<file path="src/rtl/usb_tx_scheduler.sv">
// USB TX scheduler: buffers ADC sample bytes in a small FIFO and emits
// fixed-length frames (sync, sequence, data) toward the FT245R writer.
// Status messages are interleaved between frames only.
module usb_tx_scheduler #(
   parameter int         FIFO_DEPTH = 16,
   parameter int         FRAME_LEN  = 64,
   parameter logic [7:0] SYNC_DATA  = 8'hA5,
   parameter logic [7:0] SYNC_STAT  = 8'h5A
) (
   input  logic                          clk,
   input  logic                          rst_,
   input  logic                          enable,
   input  logic                          adcstrobe,
   input  logic [7:0]                    adcval,
   input  logic                          stat_req,
   input  logic [7:0]                    stat_byte,
   output logic                          stat_ack,
   output logic [7:0]                    tx_data,
   output logic                          tx_valid,
   input  logic                          tx_ready,
   output logic [7:0]                    drop_cnt,
   output logic [$clog2(FIFO_DEPTH):0]   fifo_level
);

   localparam int AW = $clog2(FIFO_DEPTH);
   localparam int CW = AW + 1;
   localparam logic [8:0] LAST_BEAT = 9'(FRAME_LEN - 1);

   typedef enum logic [2:0] {IDLE, STAT0, STAT1, HDR0, HDR1, DATA} state_t;

   state_t        state_q, state_d;
   logic [7:0]    mem_q [FIFO_DEPTH];
   logic [AW-1:0] rdPtr_q, wrPtr_q, rdPtrNext;
   logic [CW-1:0] count_q, count_d, countAfterRd;
   logic [7:0]    seq_q, seq_d;
   logic [7:0]    statByte_q, statByte_d;
   logic [7:0]    drop_q, drop_d;
   logic [7:0]    txData_q, txData_d;
   logic          txValid_q, txValid_d;
   logic          pad_q, pad_d;
   logic          statAck_q, statAck_d;
   logic [8:0]    beat_q, beat_d;
   logic          xfer, rdEn, wrReq, wrEn, dropEn, fifoFull;
   logic [7:0]    headNext;
   logic          dataValid, dataPad;
   logic [7:0]    dataByte;

   assign xfer         = txValid_q & tx_ready;
   assign rdEn         = (state_q == DATA) & xfer & ~pad_q;
   assign fifoFull     = (count_q == CW'(FIFO_DEPTH));
   assign wrReq        = adcstrobe & enable;
   assign wrEn         = wrReq & (~fifoFull | rdEn);
   assign dropEn       = wrReq & fifoFull & ~rdEn;
   assign rdPtrNext    = rdPtr_q + AW'(rdEn);
   assign countAfterRd = count_q - CW'(rdEn);
   assign count_d      = countAfterRd + CW'(wrEn);
   assign headNext     = (countAfterRd == '0) ? adcval : mem_q[rdPtrNext];
   assign drop_d       = (dropEn && drop_q != 8'hFF) ? drop_q + 8'd1 : drop_q;

   assign stat_ack   = statAck_q;
   assign tx_data    = txData_q;
   assign tx_valid   = txValid_q;
   assign drop_cnt   = drop_q;
   assign fifo_level = count_q;

   // Sample FIFO storage, pointers, occupancy and the saturating drop counter.
   always_ff @(posedge clk or negedge rst_) begin
      if (!rst_) begin
         for (int i = 0; i < FIFO_DEPTH; i++) mem_q[i] <= '0;
         rdPtr_q <= '0;
         wrPtr_q <= '0;
         count_q <= '0;
         drop_q  <= '0;
      end else begin
         if (wrEn) begin
            mem_q[wrPtr_q] <= adcval;
            wrPtr_q        <= wrPtr_q + AW'(1);
         end
         rdPtr_q <= rdPtrNext;
         count_q <= count_d;
         drop_q  <= drop_d;
      end
   end

   // Byte to present in DATA next cycle: FIFO head (seeing through a same-cycle write into an empty FIFO), else pad once enable is gone.
   always_comb begin
      dataValid = 1'b0;
      dataByte  = 8'h00;
      dataPad   = 1'b0;
      if (count_d != '0) begin
         dataValid = 1'b1;
         dataByte  = headNext;
      end else if (!enable) begin
         dataValid = 1'b1;
         dataPad   = 1'b1;
      end
   end

   // State and registered output flops.
   always_ff @(posedge clk or negedge rst_) begin
      if (!rst_) begin
         state_q    <= IDLE;
         txValid_q  <= 1'b0;
         txData_q   <= '0;
         pad_q      <= 1'b0;
         statAck_q  <= 1'b0;
         statByte_q <= '0;
         seq_q      <= '0;
         beat_q     <= '0;
      end else begin
         state_q    <= state_d;
         txValid_q  <= txValid_d;
         txData_q   <= txData_d;
         pad_q      <= pad_d;
         statAck_q  <= statAck_d;
         statByte_q <= statByte_d;
         seq_q      <= seq_d;
         beat_q     <= beat_d;
      end
   end

   // Next state and next output byte; a stalled byte holds because nothing changes without a transfer.
   always_comb begin
      state_d    = state_q;
      txValid_d  = txValid_q;
      txData_d   = txData_q;
      pad_d      = pad_q;
      statAck_d  = 1'b0;
      statByte_d = statByte_q;
      seq_d      = seq_q;
      beat_d     = beat_q;
      case (state_q)
         IDLE: begin
            txValid_d = 1'b0;
            txData_d  = 8'h00;
            pad_d     = 1'b0;
            if (stat_req) begin
               statAck_d  = 1'b1;
               statByte_d = stat_byte;
               state_d    = STAT0;
               txValid_d  = 1'b1;
               txData_d   = SYNC_STAT;
            end else if (count_q != '0 && enable) begin
               state_d   = HDR0;
               txValid_d = 1'b1;
               txData_d  = SYNC_DATA;
            end
         end
         STAT0: begin
            if (xfer) begin
               state_d  = STAT1;
               txData_d = statByte_q;
            end
         end
         STAT1: begin
            if (xfer) begin
               state_d   = IDLE;
               txValid_d = 1'b0;
               txData_d  = 8'h00;
            end
         end
         HDR0: begin
            if (xfer) begin
               state_d  = HDR1;
               txData_d = seq_q;
            end
         end
         HDR1: begin
            if (xfer) begin
               state_d   = DATA;
               beat_d    = '0;
               txValid_d = dataValid;
               txData_d  = dataByte;
               pad_d     = dataPad;
            end
         end
         DATA: begin
            if (xfer) begin
               beat_d = beat_q + 9'd1;
               if (beat_q == LAST_BEAT) begin
                  state_d   = IDLE;
                  seq_d     = seq_q + 8'd1;
                  beat_d    = '0;
                  txValid_d = 1'b0;
                  txData_d  = 8'h00;
                  pad_d     = 1'b0;
               end else begin
                  txValid_d = dataValid;
                  txData_d  = dataByte;
                  pad_d     = dataPad;
               end
            end else if (!txValid_q) begin
               txValid_d = dataValid;
               txData_d  = dataByte;
               pad_d     = dataPad;
            end
         end
         default: begin
            state_d   = IDLE;
            txValid_d = 1'b0;
            txData_d  = 8'h00;
            pad_d     = 1'b0;
         end
      endcase
   end

endmodule

</file>
<file path="config.mk">
export PLATFORM = sky130hd
export DESIGN_NAME = usb_tx_scheduler
export DESIGN_NICKNAME = d
export VERILOG_FILES = /design/src/rtl/usb_tx_scheduler.sv
export SDC_FILE = /design/constraint.sdc
export NUM_CORES = 1
export LEC_CHECK = 0
export BUFFER_PORTS_ARGS = -buffer_cell sky130_fd_sc_hd__buf_4
export CAP_MARGIN = 40
export CORE_MARGIN = 2
export CORE_UTILIZATION = 65
export CTS_CLUSTER_SIZE = 24
export DETAILED_ROUTE_END_ITERATION = 7
export PLACE_DENSITY = 0.89
export SYNTH_ARGS = -nofsm -noshare
export SYNTH_HDL_FRONTEND = slang
export SYNTH_SLANG_ARGS = --single-unit
</file>
<file path="constraint.sdc">
create_clock -name clk -period 8.35 [get_ports clk]
set_clock_uncertainty 0.05 [all_clocks]
set_input_delay 1.2525 -clock clk [delete_from_list [all_inputs] [get_ports clk]]
set_output_delay 1.2525 -clock clk [all_outputs]
set_load 0.005 [all_outputs]
</file>
== After elaboration in Yosys (flattened, before gate mapping) ==
Index checks and enable logic that the tools add are counted.
Word-level totals
  bits in registers: 188
  bits in latches: 0
  RAM bits: 0
  ROM bits: 0
  input bits: 22
  output and inout port bits: 23
  logic and storage cells: 135
  memories: 0
Operators by class
  add/sub/neg operators: 7
  $mul: 0
  divide/modulo/power cells: 0
  order comparisons: 3
  equality and inequality tests: 16
  shift-type cells: 0
  mux-type cells: 49
  bitwise operators: 15
  reductions and logical operators: 17
Operators with widths (number)
  $bwmux W128: 1
  $mux W8: 14
  $pmux W8 S6: 1
  $bmux W8 S4: 1
  $demux W8 S4: 1
  $mux W9: 3
  $mux W3: 8
  $pmux W3 S6: 1
  $pmux W9 S2: 1
  $add A8 B1 Y8 const B: 2
  $mux W1: 16
  $reduce_and A3 Y1: 4
  $ge A5 B5 Y1 const B: 2
  $ne A2 B2 Y1 const B: 5
  $not A4 Y5: 2
  $reduce_bool A5 Y1: 2
  $add A9 B1 Y9 const B: 1
  $eq A9 B6 Y1 const B: 1
  $ne A8 B8 Y1 const B: 1
  $and A1 B1 Y1: 7
  $reduce_and A7 Y1: 1
  $eq A3 B2 Y1 const B: 2
  $eq A3 B3 Y1 const B: 2
  $ne A3 B3 Y1 const B: 2
  other kinds (20): 26

== Depth between registers and ports, before layout ==
  depth after elaboration: 13
  gate-level depth with buffers: 12
  depth with buffers taken out: 11

== Worst setup path after synthesis ==
Ideal clock, no wire load.
  path kind: input-to-reg
  start point: input tx_ready
  end point: register txData_q[5], in the netlist tx_data[5]
  arrival time: 3.622 ns
  required time: 8.190 ns
  path slack: 4.568 ns
  stages: 11
  buffers on the path: 2
  path through: nand2_1 -> clkbuf_1 -> nor3_1 -> ha_1 -> ha_1 -> xnor2_1 -> inv_2 -> clkbuf_1 -> mux2i_1 -> a32o_1 -> o41ai_1
On the way
  word-level cells in the longest chain between the ends: 13
Ends and longest elaborated chain
  from (decl): line 20  | input logic tx_ready,
  $and A1 B1 Y1 *: line 48  | assign xfer = txValid_q & tx_ready;
  $and A1 B1 Y1 * (2 in a row): line 49  | assign rdEn = (state_q == DATA) & xfer & ~pad_q;
  $add A4 B1 Y4 *: line 54  | assign rdPtrNext = rdPtr_q + AW'(rdEn);
  net rdPtrNext[2]: line 33  | logic [AW-1:0] rdPtr_q, wrPtr_q, rdPtrNext;
  $not A4 Y5 (implied by the code) *: line 57  | assign headNext = (countAfterRd == '0) ? adcval : mem_q[rdPtrNext];
  $bmux W8 S4 *: line 57
  $mux W8 (implied by the code) * (2 in a row): line 57
  $mux W8 *: line 57
  $mux W8 *: line 90  | if (count_d != '0) begin
  $mux W8, on equally long branches: line 192, 180
  $mux W8: line 178  | if (xfer) begin
  $pmux W8 S6 *: line 132  | case (state_q)
  to (signal assigned): line 113  | txData_q <= txData_d;
  to (decl): line 38  | logic [7:0] txData_q, txData_d;
Mark *: on every way through the listed nets, which the timed path passes. The rest lies on a longest branch. The select of a mux whose other input is x is not followed.
A chain may end at the register's enable or synchronous reset.

== Final worst setup path ==
  start point: input tx_ready
  end point: register txData_q[3], in the netlist tx_data[3]
RTL lines
  $and A1 B1 Y1 *: line 48
  $and A1 B1 Y1 * (2 in a row): line 49
  $or A1 B1 Y1 *: line 52  | assign wrEn = wrReq & (~fifoFull | rdEn);
  $and A1 B1 Y1 *: line 52
  net wrEn: line 43  | logic xfer, rdEn, wrReq, wrEn, dropEn, fifoFull;
  $add A5 B1 Y5 *: line 56  | assign count_d = countAfterRd + CW'(wrEn);
  net count_d[2]: line 34  | logic [CW-1:0] count_q, count_d, countAfterRd;
  $reduce_bool A5 Y1 *: line 90
  $mux W8 *: line 90
  $mux W8, on equally long branches: line 192, 180
  $mux W8: line 178
  $pmux W8 S6 *: line 132
Marked as above.

==> impl_results.html <==
<table>
<tr><th>Metric</th><th>Value</th></tr>
<tr><th colspan="2">Timing</th></tr>
<tr><td>Setup TNS</td><td>0 ps</td></tr>
<tr><td>Post-layout worst setup margin</td><td>4280 ps</td></tr>
<tr><td>Final number of hold-violating endpoints</td><td>0</td></tr>
<tr><td>Count of final setup violators</td><td>0</td></tr>
<tr><td>Max_slew headroom</td><td>0.435</td></tr>
<tr><td>Post-route minimum period</td><td>4070 ps</td></tr>
<tr><td>FMAX</td><td>0.246 GHz</td></tr>
<tr><td>Max-slew violations</td><td>0</td></tr>
<tr><td>Tcrit/Tclk final</td><td>0.487</td></tr>
<tr><td>RSZ-0062 raised after global routing</td><td>no</td></tr>
<tr><td>Worst-Margin Slew</td><td>848 ps</td></tr>
<tr><th colspan="2">Clock network</th></tr>
<tr><td>Number of buffers added to fix hold violations after cts</td><td>0</td></tr>
<tr><td>Clock slew at the register clock pins of the worst setup and hold paths</td><td>70 ps</td></tr>
<tr><td>Count of clock tree sinks</td><td>188</td></tr>
<tr><td>Insertion delay to the later sink of the worst-skew pair</td><td>450 ps</td></tr>
<tr><td>Clock tree root driver cell</td><td>sky130_fd_sc_hd__clkbuf_16</td></tr>
<tr><td>Total clock buffers created by CTS</td><td>17</td></tr>
<tr><td>Clock tree from TritonCTS</td><td>yes</td></tr>
<tr><td>Number of buffers on the longest clock path</td><td>2</td></tr>
<tr><td>CTS HTree Levels</td><td>4</td></tr>
<tr><td>Post-cts repair resize count</td><td>0</td></tr>
<tr><td>Post-CTS setup buffer count</td><td>0</td></tr>
<tr><th colspan="2">Floorplan</th></tr>
<tr><td>Die outline width</td><td>123 um</td></tr>
<tr><td>Core Area</td><td>0.0138 mm2</td></tr>
<tr><td>Placement Rows</td><td>43</td></tr>
<tr><td>Total Die Area</td><td>0.0150 mm2</td></tr>
<tr><td>Initial cell density of the core</td><td>0.661</td></tr>
<tr><td>Die extent in y</td><td>123 um</td></tr>
<tr><td>I/O pin count</td><td>45</td></tr>
<tr><th colspan="2">Placement</th></tr>
<tr><td>Estimated wirelength of the detail-placed design</td><td>14.1 mm</td></tr>
<tr><td>Post-placement worst setup slack</td><td>3890 ps</td></tr>
<tr><td>I/O Buffers</td><td>44</td></tr>
<tr><td>Final weighted congestion in routability-driven placement</td><td>0.955</td></tr>
<tr><th colspan="2">Global route</th></tr>
<tr><td>Grt met1 use</td><td>0.405</td></tr>
<tr><td>Global-route wire length before repair</td><td>34.0 mm</td></tr>
<tr><td>Maximum number of pins on one net before global-route repair</td><td>72</td></tr>
<tr><td>Vias in the first global route</td><td>6295</td></tr>
<tr><td>GR Overflow Total</td><td>0</td></tr>
<tr><td>Antenna violations before repair</td><td>0</td></tr>
<tr><td>All-Layer GR Usage</td><td>0.303</td></tr>
<tr><td>Busiest metal layer after global routing</td><td>met2</td></tr>
<tr><td>Grt met2 use</td><td>0.492</td></tr>
<tr><td>Met3 track demand over resource in global routing</td><td>0.0595</td></tr>
<tr><th colspan="2">Synth</th></tr>
<tr><td>Compound-cell area share of the yosys netlist</td><td>0.0598</td></tr>
<tr><td>Proportion of synthesized flip-flops having asynchronous set or reset</td><td>1.00</td></tr>
<tr><td>Post-synthesis share of cell area spent on and, or, nand and nor gates</td><td>0.0954</td></tr>
<tr><td>Leading post-synthesis cells by cell area</td><td>sky130_fd_sc_hd__dfrtp_1, sky130_fd_sc_hd__mux2_2, sky130_fd_sc_hd__mux4_2</td></tr>
<tr><td>Total nets after synthesis</td><td>718</td></tr>
<tr><td>Share of cell area taken by muxes after synthesis</td><td>0.265</td></tr>
<tr><td>Portion of synthesized cell area occupied by the leading cell type</td><td>0.515</td></tr>
<tr><td>Number of standard cells after synthesis</td><td>683</td></tr>
<tr><td>Post-Syn Area per Cell</td><td>13.4 um2</td></tr>
<tr><td>Combinational family with the most area after synthesis</td><td>multiplexers</td></tr>
<tr><td>EDFF count, synth</td><td>0</td></tr>
<tr><td>Dominant synthesized flop cell</td><td>sky130_fd_sc_hd__dfrtp_1</td></tr>
<tr><td>Netlist area before placement</td><td>0.00914 mm2</td></tr>
<tr><td>Proportion of synthesized chip area in sequential cells</td><td>0.515</td></tr>
<tr><td>Synth Area in XOR/XNOR</td><td>0.0278</td></tr>
<tr><td>Post-synthesis share of cell area spent on full adders, half adders and majority gates</td><td>0.0178</td></tr>
<tr><td>Seq cells post-synth</td><td>188</td></tr>
<tr><td>Biggest area consumer among synthesized cells</td><td>sky130_fd_sc_hd__dfrtp_1</td></tr>
<tr><td>Synth cell types</td><td>64</td></tr>
<tr><td>Number of synthesis warnings</td><td>0</td></tr>
<tr><th colspan="2">Route</th></tr>
<tr><td>Avg WL per Cell</td><td>22.8 um</td></tr>
<tr><td>Routed via count</td><td>6043</td></tr>
<tr><td>Detailed-router iteration count before antenna repair</td><td>7</td></tr>
<tr><td>Total Routed Length</td><td>20.8 mm</td></tr>
<tr><td>DRT antenna net count</td><td>0</td></tr>
<tr><td>Vias per cell</td><td>6.64</td></tr>
<tr><td>DRC violation count after routing</td><td>0</td></tr>
<tr><td>Initial drt markers</td><td>719</td></tr>
<tr><th colspan="2">Critical path</th></tr>
<tr><td>Critical Path RT</td><td>8580 ps</td></tr>
<tr><td>Worst setup SP type</td><td>input port</td></tr>
<tr><td>Arrival time reported for the critical path endpoint</td><td>4300 ps</td></tr>
<tr><td>Cell with the biggest individual delay on the critical path</td><td>sky130_fd_sc_hd__nor3_2</td></tr>
<tr><td>Chain of cells forming the critical path</td><td>buf_4, nand2_1, o311a_1, nor2_4, ha_1, ha_1, xnor2_1, xnor2_1, or3_1, nor3_2, o41ai_1</td></tr>
<tr><td>Delay contributed by the slowest stage of the critical path</td><td>570 ps</td></tr>
<tr><td>Endpoint class of the critical path</td><td>flop</td></tr>
<tr><td>Crit path max fanout</td><td>12</td></tr>
<tr><td>Worst Setup Path Type</td><td>input port to flop</td></tr>
<tr><th colspan="2">Cells and area</th></tr>
<tr><td>Post-layout nets</td><td>752</td></tr>
<tr><td>Layout cell share with drive strength beyond 1</td><td>0.381</td></tr>
<tr><td>Commonest cells after routing, fill and taps aside</td><td>sky130_fd_sc_hd__dfrtp_1, sky130_fd_sc_hd__mux2_2, sky130_fd_sc_hd__buf_4</td></tr>
<tr><td>Most frequent standard cell in the layout excluding fill and tap cells</td><td>sky130_fd_sc_hd__dfrtp_1</td></tr>
<tr><td>N_diodes</td><td>0</td></tr>
<tr><td>Synthesis-to-layout area growth</td><td>12.1%</td></tr>
<tr><th colspan="2">Min path</th></tr>
<tr><td>Path category of the worst min-delay check</td><td>flop to flop</td></tr>
<tr><th colspan="2">Run</th></tr>
<tr><td>Max-capacitance violation count</td><td>0</td></tr>
<tr><th colspan="2">Status</th></tr>
<tr><td>Result of the run</td><td>completed</td></tr>
<tr><th colspan="2">Power</th></tr>
<tr><td>Power per standard cell area</td><td>316 mW/mm2</td></tr>
<tr><td>Maximum vdd drop</td><td>197 uV</td></tr>
<tr><td>Static leakage</td><td>4.60 nW</td></tr>
</table>
==> cell families (layout without fill, tap and decap cells) <==
| family | Yosys count | after routing |
|---|---|---|
| mux | 184 | 184 |
| xor+xnor | 29 | 29 |
| buf+inv | 45 | 92 |
| simple gates | 148 | 148 |
| compound gates | 76 | 76 |
| fa+ha+maj | 13 | 13 |
| flops | 188 | 188 |
==> state kept, by name, indices dropped and copies added, names as in the netlist <==
signal / flops
beat_q: 9
drop_cnt: 8
fifo_level: 5
mem_q: 128
pad_q: 1
rdPtr_q: 4
seq_q: 8
statByte_q: 8
stat_ack: 1
state_q: 3
tx_data: 8
tx_valid: 1
wrPtr_q: 4
==> power breakdown <==
group,switching [mW],internal (mW)
registers,0.251,1.23
clock network,0.364,0.457
logic,0.405,0.528
==> final timing paths <==
| check | from | end | slack [ps] | depth (start not counted) |
|---|---|---|---|---|
| max | tx_ready | tx_data[3] | 4280 | 11 |
| min | seq_q[7] | seq_q[7] | 440 | 1 |
| max reg2reg | state_q[1] | tx_data[3] | 4380 | 10 |
| min reg2reg | seq_q[7] | seq_q[7] | 440 | 1 |
| max in group asynchronous | rst_ | wrPtr_q[3] | 6180 | 4 |
| min in group asynchronous | rst_ | drop_cnt[4] | 650 | 1 |
==> metrics by stage <==
step                      power (mW)  instance area [um2]  utilization  std cells  hold slack (ps)
after floorplan                 2.10                 9140            -        683              390
after global placement          2.32                 9590        0.693        876              405
after detailed placement        2.41                 9640        0.697        878              417
after CTS                       3.24                10200        0.741        910              429
after global routing            3.40                10200        0.741        910              460
final                           3.24                10200        0.741        910              436
==> metal layers <==
metal | wire length, um | share of wire
met4 | 607 | 0.029
met3 | 1180 | 0.057
met2 | 10500 | 0.50
met5 | 0 | 0
met1 | 8510 | 0.41
==> area by class of cell <==
type	count	area, um2
inverters	11	41.3
repair buffers	49	412
multi-input cells	450	4260
clock buffers	19	443
flip-flops and latches	188	4700
fillers	822	3590
clock inverters	13	156
well taps	180	225
==> worst max-delay path: cells and delay by family <==
kind | cells | cell delay [ps]
fa+ha+maj | 2 | 490
xor+xnor | 2 | 270
compound gates | 2 | 730
buf+inv | 1 | 100
simple gates | 4 | 1460
==> synth_stat cells (3+ instances only) <==
| cell type | number |
|---|---|
| sky130_fd_sc_hd__buf_1 | 5 |
| sky130_fd_sc_hd__mux2_2 | 140 |
| sky130_fd_sc_hd__nand2_1 | 44 |
| sky130_fd_sc_hd__nand3_1 | 12 |
| sky130_fd_sc_hd__xor2_1 | 6 |
| sky130_fd_sc_hd__nand2_2 | 8 |
| sky130_fd_sc_hd__nand4_1 | 8 |
| sky130_fd_sc_hd__ha_1 | 13 |
| sky130_fd_sc_hd__mux4_2 | 32 |
| sky130_fd_sc_hd__mux2i_1 | 9 |
| sky130_fd_sc_hd__mux2_1 | 3 |
| sky130_fd_sc_hd__o21ai_0 | 12 |
| sky130_fd_sc_hd__nor2_1 | 22 |
| sky130_fd_sc_hd__inv_1 | 10 |
| sky130_fd_sc_hd__a22oi_1 | 5 |
| sky130_fd_sc_hd__clkbuf_1 | 23 |
| sky130_fd_sc_hd__xnor2_1 | 23 |
| sky130_fd_sc_hd__a2bb2oi_1 | 4 |
| sky130_fd_sc_hd__nand4_2 | 4 |
| sky130_fd_sc_hd__buf_2 | 6 |
| sky130_fd_sc_hd__dfrtp_1 | 188 |
| sky130_fd_sc_hd__and3_1 | 6 |
| sky130_fd_sc_hd__o41ai_1 | 9 |
| sky130_fd_sc_hd__a21oi_1 | 17 |
| sky130_fd_sc_hd__nor2b_1 | 8 |
| sky130_fd_sc_hd__a32o_1 | 9 |
| sky130_fd_sc_hd__nor3_1 | 8 |
Note: power is estimated with default switching activity, not from simulation.
